===== config.mk =====
export PLATFORM = sky130hd
export DESIGN_NAME = mem_stage
export DESIGN_NICKNAME = d
export VERILOG_FILES = /design/src/rtl/mem_stage_pkg.sv /design/src/rtl/mem_align.sv /design/src/rtl/mem_stage.sv
export SDC_FILE = /design/constraint.sdc
export NUM_CORES = 1
export LEC_CHECK = 0
export BUFFER_PORTS_ARGS = -buffer_cell sky130_fd_sc_hd__clkbuf_2
export CORE_MARGIN = 1
export CORE_UTILIZATION = 46
export CTS_CLUSTER_DIAMETER = 50
export CTS_CLUSTER_SIZE = 20
export DETAILED_ROUTE_END_ITERATION = 8
export PLACE_DENSITY_LB_ADDON = 0.12
export SYNTH_ARGS = -nofsm -noshare
export SYNTH_HDL_FRONTEND = slang
export SYNTH_HIERARCHICAL = 1
export SYNTH_SLANG_ARGS = --single-unit
export TNS_END_PERCENT = 100

===== constraint.sdc =====
create_clock -name clk -period 2.1 [get_ports clk]
set_input_delay 0.63 -clock clk [delete_from_list [all_inputs] [get_ports clk]]
set_output_delay 0.63 -clock clk [all_outputs]
set_load 0.02 [all_outputs]

===== src/rtl/mem_stage_pkg.sv =====
// Shared definitions for the memory pipeline stage: FSM encoding and lane constants.
package mem_stage_pkg;

  // Memory-stage FSM: idle (accepting ops) or waiting on the data cache.
  typedef enum logic [0:0] {
    StIdle   = 1'b0,
    StAccess = 1'b1
  } mem_state_e;

  // Width of one byte lane on the data-cache bus.
  localparam int unsigned LANE_W = 8;

  // All four byte lanes enabled.
  localparam logic [3:0] BE_FULL = 4'b1111;

endpackage


===== src/rtl/mem_align.sv =====
// Combinational lane steering between the 32-bit cache bus and the datapath:
// load byte extraction with sign extension, store byte replication and byte enables.
module mem_align
  import mem_stage_pkg::*;
#(
  parameter int unsigned REG_SIZE = 32
) (
  // Load side: lane and size of the outstanding access, raw cache data.
  input  logic [1:0]          ld_lane_i,
  input  logic                ld_is_byte_i,
  input  logic [REG_SIZE-1:0] ld_rdata_i,
  output logic [REG_SIZE-1:0] ld_data_o,
  // Store side: lane, size and direction of the access being issued.
  input  logic [1:0]          st_lane_i,
  input  logic                st_is_byte_i,
  input  logic                st_is_write_i,
  input  logic [REG_SIZE-1:0] st_data_i,
  output logic [REG_SIZE-1:0] st_wdata_o,
  output logic [3:0]          st_be_o
);

  logic [4:0]          ld_shift;
  logic [REG_SIZE-1:0] ld_shifted;
  logic [LANE_W-1:0]   ld_byte;

  assign ld_shift   = {ld_lane_i, 3'b000};
  assign ld_shifted = ld_rdata_i >> ld_shift;
  assign ld_byte    = ld_shifted[LANE_W-1:0];

  // Load path: word passes through, byte is pulled from its lane and sign-extended.
  always_comb begin
    ld_data_o = ld_rdata_i;
    if (ld_is_byte_i) begin
      ld_data_o = {{(REG_SIZE - LANE_W){ld_byte[LANE_W-1]}}, ld_byte};
    end
  end

  // Store path: byte data is copied onto every lane so the enable alone picks the target.
  always_comb begin
    st_wdata_o = st_data_i;
    st_be_o    = BE_FULL;
    if (st_is_byte_i) begin
      st_wdata_o = {(REG_SIZE / LANE_W){st_data_i[LANE_W-1:0]}};
    end
    if (st_is_write_i && st_is_byte_i) begin
      st_be_o = 4'b0001 << st_lane_i;
    end
  end

endmodule


===== src/rtl/mem_stage.sv =====
// Memory pipeline stage: issues data-cache requests for loads/stores, stalls upstream
// while an access is outstanding and registers the writeback bundle.
module mem_stage
  import mem_stage_pkg::*;
#(
  parameter int unsigned REG_SIZE  = 32,
  parameter int unsigned ADDR_SIZE = 32,
  parameter int unsigned REG_ADDR  = 5
) (
  input  logic                 clk,
  input  logic                 reset,
  input  logic [REG_SIZE-1:0]  alu_result_in,
  input  logic [REG_SIZE-1:0]  data_store_in,
  input  logic                 do_read_in,
  input  logic                 do_write_in,
  input  logic                 is_byte_in,
  input  logic                 memtoreg_in,
  input  logic                 regwrite_in,
  input  logic [REG_ADDR-1:0]  dst_reg_in,
  output logic                 stall,
  output logic                 dc_req,
  output logic                 dc_we,
  output logic [ADDR_SIZE-1:0] dc_addr,
  output logic [REG_SIZE-1:0]  dc_wdata,
  output logic [3:0]           dc_be,
  input  logic [REG_SIZE-1:0]  dc_rdata,
  input  logic                 dc_ack,
  output logic [REG_SIZE-1:0]  wb_data,
  output logic [REG_ADDR-1:0]  wb_dst_reg,
  output logic                 wb_regwrite,
  output logic                 misalign_err
);

  mem_state_e state_q, state_d;

  // Cache request registers.
  logic                 dc_req_q, dc_req_d;
  logic                 dc_we_q, dc_we_d;
  logic [ADDR_SIZE-1:0] dc_addr_q, dc_addr_d;
  logic [REG_SIZE-1:0]  dc_wdata_q, dc_wdata_d;
  logic [3:0]           dc_be_q, dc_be_d;

  // Holding registers for the op in flight (upstream may move on once ack arrives).
  logic [REG_SIZE-1:0]  addr_q, addr_d;
  logic                 is_byte_q, is_byte_d;
  logic                 is_write_q, is_write_d;
  logic                 memtoreg_q, memtoreg_d;
  logic                 regwrite_q, regwrite_d;
  logic [REG_ADDR-1:0]  dst_q, dst_d;

  // Writeback bundle.
  logic [REG_SIZE-1:0]  wb_data_q, wb_data_d;
  logic [REG_ADDR-1:0]  wb_dst_q, wb_dst_d;
  logic                 wb_regwrite_q, wb_regwrite_d;
  logic                 misalign_q, misalign_d;

  logic                 mem_op;
  logic                 misaligned;
  logic                 stall_raw;
  logic [REG_SIZE-1:0]  ld_data;
  logic [REG_SIZE-1:0]  st_wdata;
  logic [3:0]           st_be;

  assign mem_op     = do_read_in | do_write_in;
  assign misaligned = mem_op & ~is_byte_in & (alu_result_in[1:0] != 2'b00);

  mem_align #(
    .REG_SIZE (REG_SIZE)
  ) u_mem_align (
    .ld_lane_i     (addr_q[1:0]),
    .ld_is_byte_i  (is_byte_q),
    .ld_rdata_i    (dc_rdata),
    .ld_data_o     (ld_data),
    .st_lane_i     (alu_result_in[1:0]),
    .st_is_byte_i  (is_byte_in),
    .st_is_write_i (do_write_in),
    .st_data_i     (data_store_in),
    .st_wdata_o    (st_wdata),
    .st_be_o       (st_be)
  );

  // Next-state, request issue and writeback selection.
  always_comb begin
    state_d       = state_q;
    dc_req_d      = dc_req_q;
    dc_we_d       = dc_we_q;
    dc_addr_d     = dc_addr_q;
    dc_wdata_d    = dc_wdata_q;
    dc_be_d       = dc_be_q;
    addr_d        = addr_q;
    is_byte_d     = is_byte_q;
    is_write_d    = is_write_q;
    memtoreg_d    = memtoreg_q;
    regwrite_d    = regwrite_q;
    dst_d         = dst_q;
    wb_data_d     = wb_data_q;
    wb_dst_d      = wb_dst_q;
    wb_regwrite_d = wb_regwrite_q;
    misalign_d    = 1'b0;
    stall_raw     = 1'b0;

    unique case (state_q)
      StIdle: begin
        if (!mem_op) begin
          wb_data_d     = alu_result_in;
          wb_dst_d      = dst_reg_in;
          wb_regwrite_d = regwrite_in;
        end else if (misaligned) begin
          // Dropped without touching the cache; flag it and squash writeback.
          misalign_d    = 1'b1;
          wb_regwrite_d = 1'b0;
        end else begin
          stall_raw     = 1'b1;
          state_d       = StAccess;
          dc_req_d      = 1'b1;
          dc_we_d       = do_write_in;  // read+write together counts as a store
          dc_addr_d     = {alu_result_in[ADDR_SIZE-1:2], 2'b00};
          dc_wdata_d    = st_wdata;
          dc_be_d       = st_be;
          addr_d        = alu_result_in;
          is_byte_d     = is_byte_in;
          is_write_d    = do_write_in;
          memtoreg_d    = memtoreg_in;
          regwrite_d    = regwrite_in;
          dst_d         = dst_reg_in;
          wb_regwrite_d = 1'b0;
        end
      end
      StAccess: begin
        if (!dc_ack) begin
          stall_raw     = 1'b1;
          wb_regwrite_d = 1'b0;
        end else begin
          state_d  = StIdle;
          dc_req_d = 1'b0;
          if (is_write_q) begin
            wb_regwrite_d = 1'b0;
          end else begin
            wb_data_d     = memtoreg_q ? ld_data : addr_q;
            wb_dst_d      = dst_q;
            wb_regwrite_d = regwrite_q;
          end
        end
      end
    endcase
  end

  // Stall is forced low while reset is held so upstream is not frozen by stale state.
  assign stall = stall_raw & ~reset;

  // State, request, holding and writeback registers with synchronous reset.
  always_ff @(posedge clk) begin
    if (reset) begin
      state_q       <= StIdle;
      dc_req_q      <= 1'b0;
      dc_we_q       <= 1'b0;
      dc_addr_q     <= '0;
      dc_wdata_q    <= '0;
      dc_be_q       <= '0;
      addr_q        <= '0;
      is_byte_q     <= 1'b0;
      is_write_q    <= 1'b0;
      memtoreg_q    <= 1'b0;
      regwrite_q    <= 1'b0;
      dst_q         <= '0;
      wb_data_q     <= '0;
      wb_dst_q      <= '0;
      wb_regwrite_q <= 1'b0;
      misalign_q    <= 1'b0;
    end else begin
      state_q       <= state_d;
      dc_req_q      <= dc_req_d;
      dc_we_q       <= dc_we_d;
      dc_addr_q     <= dc_addr_d;
      dc_wdata_q    <= dc_wdata_d;
      dc_be_q       <= dc_be_d;
      addr_q        <= addr_d;
      is_byte_q     <= is_byte_d;
      is_write_q    <= is_write_d;
      memtoreg_q    <= memtoreg_d;
      regwrite_q    <= regwrite_d;
      dst_q         <= dst_d;
      wb_data_q     <= wb_data_d;
      wb_dst_q      <= wb_dst_d;
      wb_regwrite_q <= wb_regwrite_d;
      misalign_q    <= misalign_d;
    end
  end

  assign dc_req       = dc_req_q;
  assign dc_we        = dc_we_q;
  assign dc_addr      = dc_addr_q;
  assign dc_wdata     = dc_wdata_q;
  assign dc_be        = dc_be_q;
  assign wb_data      = wb_data_q;
  assign wb_dst_reg   = wb_dst_q;
  assign wb_regwrite  = wb_regwrite_q;
  assign misalign_err = misalign_q;

endmodule


Yosys cells after proc, flatten, opt, wreduce, memory -nomap -nowiden
Index checks and enable logic that the tools add are counted.
{"block": "op_classes", "addsub": 0, "n_mul": 0, "n_div": 0, "n_lt_le_gt_ge": 0, "n_eq_ne": 5, "n_shift": 2, "muxes": 25, "bitwise_logic": 9, "reduce_logical": 6}
{"cell": "$mux W32", "count": 6}
{"cell": "$pmux W32 S2", "count": 1}
{"cell": "$shr A32 B5 Y8", "count": 1}
{"cell": "$mux W5", "count": 3}
{"cell": "$mux W1", "count": 10}
{"cell": "$ne A2 B2 Y1 const B", "count": 5}
{"cell": "$pmux W5 S2", "count": 1}
{"cell": "$reduce_and A3 Y1", "count": 3}
{"cell": "$pmux W1 S2", "count": 3}
{"cell": "$not A1 Y1", "count": 5}
{"cell": "$mux W4", "count": 1}
{"cell": "$shl A1 B2 Y4 const A", "count": 1}
{"cell": "$and A1 B1 Y1", "count": 3}
{"cell": "$reduce_or A3 Y1", "count": 1}
{"cell": "$reduce_bool A2 Y1", "count": 1}
{"cell": "$logic_and A1 B1 Y1", "count": 1}
{"cell": "$or A1 B1 Y1", "count": 1}
{"block": "totals", "regBits": 148, "latch_bits": 0, "ram_bits": 0, "rom_bits": 0, "in_bits": 109, "wordCells": 62, "mem_count": 0}

Depth between registers and ports, before layout
Gate-level depths: netlist of the first run.
{"block": "logic_depth", "depth_word": 7, "mapped_depth": 8, "mapped_depth_nobuf": 6}

Hierarchy
The synthesis of the first run kept the hierarchy.
{"module": "mem_stage", "n_inst": 1, "cells_per_inst": 557, "area_per_inst_um2": 5190.0, "seq_area_each_um2": 2362.3}
{"module": "mem_align", "n_inst": 1, "cells_per_inst": 174, "area_per_inst_um2": 1036.0, "seq_area_each_um2": 0.0}

Worst setup path before layout of the first run
Ideal clock, no wire load.
{"block": "synth_timing", "path_kind": "input port to output port", "from": "input alu_result_in[0]", "to": "output stall", "arrival_ns": 1.693, "required_time_ns": 1.470, "path_slack_ns": -0.223, "cell_stages": 4, "n_path_buf": 1, "path_cell_list": "o21ba_2 -> or3_1 -> clkbuf_1 -> a21oi_1"}
{"block": "synth_via", "elab_chain_len": 6}
{"item": "start: declaration", "line_no": "mem_stage.sv:12", "rtl": "input logic [REG_SIZE-1:0] alu_result_in,"}
{"item": "$reduce_bool A2 Y1", "line_no": "mem_stage.sv:65", "rtl": "assign misaligned = mem_op & ~is_byte_in & (alu_result_in[1:0] != 2'b00);"}
{"item": "$and A1 B1 Y1", "line_no": "mem_stage.sv:65"}
{"item": "$mux W1", "line_no": "mem_stage.sv:108", "rtl": "end else if (misaligned) begin"}
{"item": "$mux W1", "line_no": "mem_stage.sv:104", "rtl": "if (!mem_op) begin"}
{"item": "$pmux W1 S2", "line_no": "mem_stage.sv:102", "rtl": "unique case (state_q)"}
{"item": "$and A1 B1 Y1", "line_no": "mem_stage.sv:149", "rtl": "assign stall = stall_raw & ~reset;"}
{"item": "end: declaration", "line_no": "mem_stage.sv:20", "rtl": "output logic stall,"}
No other way between the ends.

Worst setup path after layout of the first run
Same ends and word-level chain as after synthesis.

==> run summary, run 1 <==
The most common library cell in the layout ignoring fill and taps is sky130_fd_sc_hd__clkbuf_2. The static power due to leakage came out at 3.78 nW. The via count of the first global-routing pass is 5494.

The initial antenna violation count is 0. Of all cell types, the one taking the most synthesized area is sky130_fd_sc_hd__dfxtp_1. The overall track demand over capacity in global routing came out at 24.7%.

The number of primary I/O pins is 219. The total number of yosys warnings came out at 6. The first-pass GRT wire length is 27.2 mm.

The number of routed nets with antenna violations is 0. The length of the first detailed-routing pass in iterations came out at 4. Setup repair after global routing could not meet its margin everywhere. The clock passes through at most 2 buffers. The clock-pin slew reported for the worst setup and hold paths after clock tree synthesis is 0.06 ns.

The critical path's largest stage delay is 0.39 ns. The flop and latch count out of synthesis came out at 118. The total vias in the final route came out at 5627. The routability congestion estimate is 0.816. The area share of the leading cell type in the synthesized netlist came out at 37.9%. The power consumption came out at 6.93 mW.

The height of the die came out at 118 um. The cell area after layout is 7940 um^2. The worst setup path is launched from an input port. For this configuration, the core starts out at a cell density of 47.0%. For this run, the leading register cell type out of synthesis is sky130_fd_sc_hd__dfxtp_1. The final count of hold timing violations is 0. The count of distinct cell types in the synthesized netlist came out at 36. The worst setup timing slack at the placement stage is -0.222 ns. The post-synthesis instance total came out at 731. The die width is 118 um. The standard cell core area is 13200 um^2. Data arrives at the worst endpoint at 1.61 ns. Between clock sinks in the finished design, the worst skew comes to 0.0105 ns.

In the post-route analysis, the smallest setup slack over all paths is -0.142 ns. Ranked by total cell area, the synthesized netlist is headed by sky130_fd_sc_hd__dfxtp_1 (38%), sky130_fd_sc_hd__mux2i_1 (18%), sky130_fd_sc_hd__nand2_1 (9.4%), sky130_fd_sc_hd__a221o_1 (5.1%), sky130_fd_sc_hd__buf_4 (5.1%). Buffers inserted during clock tree synthesis total 17.

The peak supply drop is 0.490 mV. The synthesized-area fraction occupied by xor and xnor cells is 0%. The layout overhead on the synthesized area is 27.5%.

The mean number of vias per cell came out at 5.17. The shortest clock period the worst path allows after layout is 2.24 ns. STA classifies the critical path endpoint as an output pin.

The critical path in this run is classified as input port to output pin. The worst-path maximum fanout is 2. In the layout the commonest cells are sky130_fd_sc_hd__clkbuf_2 (214), sky130_fd_sc_hd__nand2_1 (156), sky130_fd_sc_hd__dfxtp_1 (116). The flow ran to the end, but the final reports show violations. The number of nets in the layout came out at 1009. For this run, the top clock speed supported by timing is 446 MHz. The adder-cell share of the synthesized area came out at 0%. The cell with the biggest individual delay on the critical path is sky130_fd_sc_hd__or3_4. For this block, the initial DRC count from the detailed router was 276. The detailed placement HPWL came out at 12.1 mm. The synthesized netlist devotes 14.8% of its cell area to compound gates. At the later pin of the worst-skew pair, clock insertion delay measures 0.42 ns. The number of enable-type register cells in the synthesized netlist came out at 0. The final critical-path share of the clock period is 107%. The combined buffer and inverter count along the critical path came out at 2. Once placement finished, the instance area stood at 7270 um^2. The number of endpoints failing setup at the final stage came out at 1.

The final reports fail on setup timing. During placement, the flow inserted port buffers numbering 216. The pin count of the biggest net entering global routing is 104. The repair_antennas step left the layout with diodes totalling 0. The total clock sinks came out at 118. The summed instance area of the synthesized netlist came out at 6230 um^2. The floorplan has 42 rows. The post-synthesis async set-or-reset flop share came out at 0%. The average cell area after synthesis is 8.52 um^2. The sequential fraction of the synthesis area is 37.9%. Data on the critical path is required at its endpoint by 1.47 ns. The power per cell area is 873 nW/um^2. In this run the clock root is driven by a sky130_fd_sc_hd__clkbuf_16.

The tightest min-delay check is of the input port to flop type. Global routing finished with a remaining overflow of 0. The signal on the critical path passes through buf_6, o21ba_4, or3_4, a21oi_4, buf_8. The max-cap violation count came out at 0. After synthesis, the largest family of logic cells by area is multiplexers.

The area enclosed by the die boundary came out at 14000 um^2. The final max-slew violation count is 0. The routed wirelength normalized by instance count is 15.6 um. The multiplexer share of the synthesized area is 19.6%. In the routed design, unresolved DRC markers number 0.

In the final layout, the share of cells above drive strength 1 is 34.7%. The area share of and/or/nand/nor cells after synthesis came out at 14.6%. The H-tree generated during clock tree synthesis spans 4 levels. The final wirelength came out at 17.0 mm. TritonCTS built the clock tree. The kind of cell with the highest combined delay along the critical path is simple AND/OR/NAND/NOR gates.
cells by family after synthesis:
logic type,Yosys count
buffers and inverters,150
and+or+nand+nor,217
DFF,118
AOI/OAI and AO/OA,126
other,1
muxes,119
cell type report:
cell class,count,area (um^2)
fillers,1241,5310
multi-input cells,464,3100
flip-flops and latches,118,2360
repair buffers,246,1420
clock buffers,17,425
well taps,176,220
clock inverters,15,205
inverters,53,201
where the power goes:
group / switching (mW) / internal (mW)
sequential: 0.111 / 2.41
clock: 1.09 / 1.99
combinational: 0.774 / 0.559
path summary, 6_finish.rpt:
path                                                 from                        end  slack [ns]  cells after the start
worst max-delay path                     alu_result_in[0]                      stall       -0.14                      5
worst max register to register     addr_q[1]$_SDFFE_PP0P_    wb_data[1]$_SDFFE_PP0P_        0.28                      7
worst min register to register  dc_wdata[15]$_SDFFE_PP0P_  dc_wdata[15]$_SDFFE_PP0P_        0.46                      2
worst min-delay path                        dst_reg_in[2]      dst_q[2]$_SDFFE_PP0P_        0.45                      3
cells in the mapped netlist, types with 2 or more instances:
| library cell | count |
|---|---|
| sky130_fd_sc_hd__or3_1 | 2 |
| sky130_fd_sc_hd__buf_4 | 42 |
| sky130_fd_sc_hd__buf_6 | 9 |
| sky130_fd_sc_hd__nand3b_1 | 9 |
| sky130_fd_sc_hd__nand3_1 | 5 |
| sky130_fd_sc_hd__clkbuf_2 | 2 |
| sky130_fd_sc_hd__a221o_1 | 32 |
| sky130_fd_sc_hd__a21oi_1 | 16 |
| sky130_fd_sc_hd__dfxtp_1 | 118 |
| sky130_fd_sc_hd__inv_1 | 52 |
| sky130_fd_sc_hd__o21ai_2 | 20 |
| sky130_fd_sc_hd__mux2i_1 | 112 |
| sky130_fd_sc_hd__a32o_1 | 2 |
| sky130_fd_sc_hd__o21ai_0 | 40 |
| sky130_fd_sc_hd__buf_2 | 12 |
| sky130_fd_sc_hd__o22ai_1 | 7 |
| sky130_fd_sc_hd__nand2_1 | 156 |
| sky130_fd_sc_hd__nand2b_1 | 2 |
| sky130_fd_sc_hd__clkbuf_1 | 32 |
| sky130_fd_sc_hd__nor4b_1 | 3 |
| sky130_fd_sc_hd__mux2_4 | 6 |
| sky130_fd_sc_hd__nor2_1 | 33 |
| sky130_fd_sc_hd__a21o_1 | 5 |
| sky130_fd_sc_hd__a31o_2 | 2 |
per-layer routing:
metal | vias to the layer above | global-route usage, % | part of all wire, %
li1 | 2772 | - | -
met1 | 2627 | 28.8 | 43
met2 | 196 | 42.2 | 49
met3 | 32 | 6.71 | 5.8
met4 | 0 | 11.3 | 2.1
met5 | - | 0 | 0
worst register-to-register path, cell delays in order, from the launching register on:
cell	delay (ns)
sky130_fd_sc_hd__dfxtp_1	0.42
sky130_fd_sc_hd__buf_4	0.28
sky130_fd_sc_hd__mux2_4	0.32
sky130_fd_sc_hd__o22ai_1	0.11
sky130_fd_sc_hd__a21oi_1	0.06
sky130_fd_sc_hd__mux2i_1	0.19
sky130_fd_sc_hd__nor2_1	0.07
sky130_fd_sc_hd__a221o_1	0.26
through the flow:
step | cells | hold WS [ns] | utilization (%) | setup TNS [ns]
after floorplan | 732 | 0.434 | - | -0.0754
after global placement | 1056 | 0.443 | 54.9 | -0.218
after detailed placement | 1056 | 0.447 | 54.9 | -0.222
after CTS | 1088 | 0.437 | 59.8 | -0.157
after global routing | 1089 | 0.453 | 59.9 | -0.164
final | 1089 | 0.451 | 59.9 | -0.142
repair_timing:
item,in CTS,in global routing
buffers inserted,0,1
gates resized for setup,4,4
gates cloned,0,0
pin swaps,3,3
endpoints found under the setup margin,1,1
hold buffers,0,0
(Power assumes the default switching activity.)
==> run 2, diff against run 1 <==
--- a/config.mk
+++ b/config.mk
@@ -12,6 +12,8 @@
 export CTS_CLUSTER_SIZE = 20
 export DETAILED_ROUTE_END_ITERATION = 8
 export PLACE_DENSITY_LB_ADDON = 0.12
+export SETUP_SLACK_MARGIN = 0.3
+export SKIP_LAST_GASP = 1
 export SYNTH_ARGS = -nofsm -noshare
 export SYNTH_HDL_FRONTEND = slang
 export SYNTH_HIERARCHICAL = 1
==> run summary, run 2 (same netlist as run 1, synthesis figures left out) <==
The flow ran to the end, but the final reports show violations. The checks that failed: setup timing. The final count of hold timing violations was 0. The number of nets in the layout came out at 1016. The height of the die is 118 um.

The number of standard-cell rows in the floorplan is 42. In the final routed layout, each cell accounts on average for 15.4 um. The first-pass GRT wire length is 27.1 mm. The maximum clock path buffer count came out at 2. The min-delay analysis places its worst path in the category input port to flop. The total vias in the final route came out at 5639. The arrival time of the worst setup path is 1.62 ns. The overall track demand over capacity in global routing came out at 24.6%.

Before antenna repair, the detailed router went through 5 iterations. Summing all placed instances gives a cell area of 7330 um^2. The peak supply drop is 0.492 mV. The routability congestion estimate is 0.837. Along the worst path, the maximum fanout reaches 2. The worst setup timing slack at the placement stage came out at -0.228 ns. The tightest hold margin came out at 0.450 ns. 0 antenna diodes ended up in the layout. The number of buffers added by the clock tree synthesis step is 17. The cell count after placement came out at 1062. The clock latency reported for the late side of the worst-skew pair came out at 0.42 ns. The H-tree was split into 4 levels. The CTS tree is yes. The routed design has 16.9 mm of wire.

Leaving out fill and tap cells, the most frequent cell in the layout is sky130_fd_sc_hd__clkbuf_2. For this run, the top clock speed supported by timing is 444 MHz. The total clock sinks came out at 118. The DRC violation count after routing is 0. After the first detailed-routing iteration, the DRC count stood at 252. For this design the static power due to leakage is 3.84 nW. In this run the count of I/O pins placed on the die edge is 219. The mean number of vias per cell is 5.15. The worst setup margin came out at -0.151 ns. The effective utilization at floorplan came out at 47.0%.

The standard cell core area is 13200 um^2. The smallest clock period supported by the final layout is computed as 2.25 ns. Once detail routing completed, the nets flagged for antenna violations numbered 0. The final critical-path share of the clock period is 107%.

The required time reported for the critical path endpoint is 1.47 ns. The floorplan step defined a die boundary enclosing 14000 um^2. The startpoint kind of the worst setup timing path is an input port. The via count of the first global-routing pass is 5480. The setup path with the least slack is of type input port to output pin. The non-filler instance count after layout is 1096. Setup repair after global routing could not meet its margin everywhere. STA classifies the critical path endpoint as an output pin. The initial antenna violation count came to 0. The die width is 118 um. The layout overhead on the synthesized area came out at 29.3%. The clock skew came out at 0.00635 ns.

The pin count of the biggest net entering global routing came out at 106. Dividing total power by cell area gives a power density of 883 nW/um^2. In the layout the commonest cells are sky130_fd_sc_hd__clkbuf_2 (214), sky130_fd_sc_hd__nand2_1 (156), sky130_fd_sc_hd__dfxtp_1 (115).

The quantity of I/O buffers inserted on ports came out at 216. The cell area after layout is 8050 um^2. After clock tree synthesis, the clock-pin slew on the worst setup and hold paths is 0.05 ns. The overflow left after global routing is 0. Clock tree synthesis selected as its root buffer the cell sky130_fd_sc_hd__clkbuf_16.

The number of endpoints failing setup at the final stage came out at 1. Across the run, the number of max-cap violations was 0. Detailed placement ended at an HPWL of 12.1 mm.

Of the cells placed in the final design, the portion with a size suffix greater than 1 is 35.3%. The final max-slew violation count came out at 0.
run 2: final timing paths:
| kind | cells past startpoint | to | slack (ns) | from |
|---|---|---|---|---|
| worst min-delay path | 3 | dc_wdata[3]$_SDFFE_PP0P_ | 0.45 | data_store_in[3] |
| worst min register to register | 2 | dc_be[3]$_SDFFE_PP0P_ | 0.45 | dc_be[3]$_SDFFE_PP0P_ |
| worst max register to register | 7 | wb_data[11]$_SDFFE_PP0P_ | 0.42 | addr_q[1]$_SDFFE_PP0P_ |
| worst max-delay path | 5 | stall | -0.15 | alu_result_in[1] |
run 2: report_power, final:
group	switching (mW)	total [mW]	internal [mW]
combinational	0.774	1.35	0.580
sequential	0.113	2.53	2.41
clock	1.07	3.23	2.16
run 2: final cells by class:
type | count | area, um^2
clock buffers | 19 | 453
clock inverters | 13 | 203
fillers | 1214 | 5190
inverters | 53 | 201
multi-input cells | 464 | 3100
flip-flops and latches | 118 | 2370
well taps | 176 | 220
repair buffers | 253 | 1500
run 2: critical path, stage by stage:
cell                      delay, ns
sky130_fd_sc_hd__buf_8         0.10
sky130_fd_sc_hd__o21ba_4       0.21
sky130_fd_sc_hd__or3_4         0.39
sky130_fd_sc_hd__a21oi_4       0.17
sky130_fd_sc_hd__buf_8         0.12
run 2: metrics by stage:
step	TNS, ns	utilization (%)	power, mW
final	-0.151	60.8	7.11
after global routing	-0.170	60.8	7.39
after CTS	-0.174	60.5	7.17
after detailed placement	-0.228	55.3	3.92
after global placement	-0.217	55.3	3.89
after floorplan	-0.0754	-	3.49
run 2: per-layer routing:
| layer | track usage [%] | part of all wire [%] | vias up |
|---|---|---|---|
| met5 | 0 | 0 | - |
| met2 | 41.8 | 49 | 202 |
| met3 | 7.05 | 6.5 | 21 |
| met1 | 29.1 | 43 | 2632 |
| met4 | 9.38 | 1.5 | 0 |
| li1 | - | - | 2784 |
run 2: timing repair:
action	CTS	global route
hold buffers	0	0
setup endpoints to repair	2	20
buffers inserted	0	2
pin swaps	2	3
resized for setup	5	9
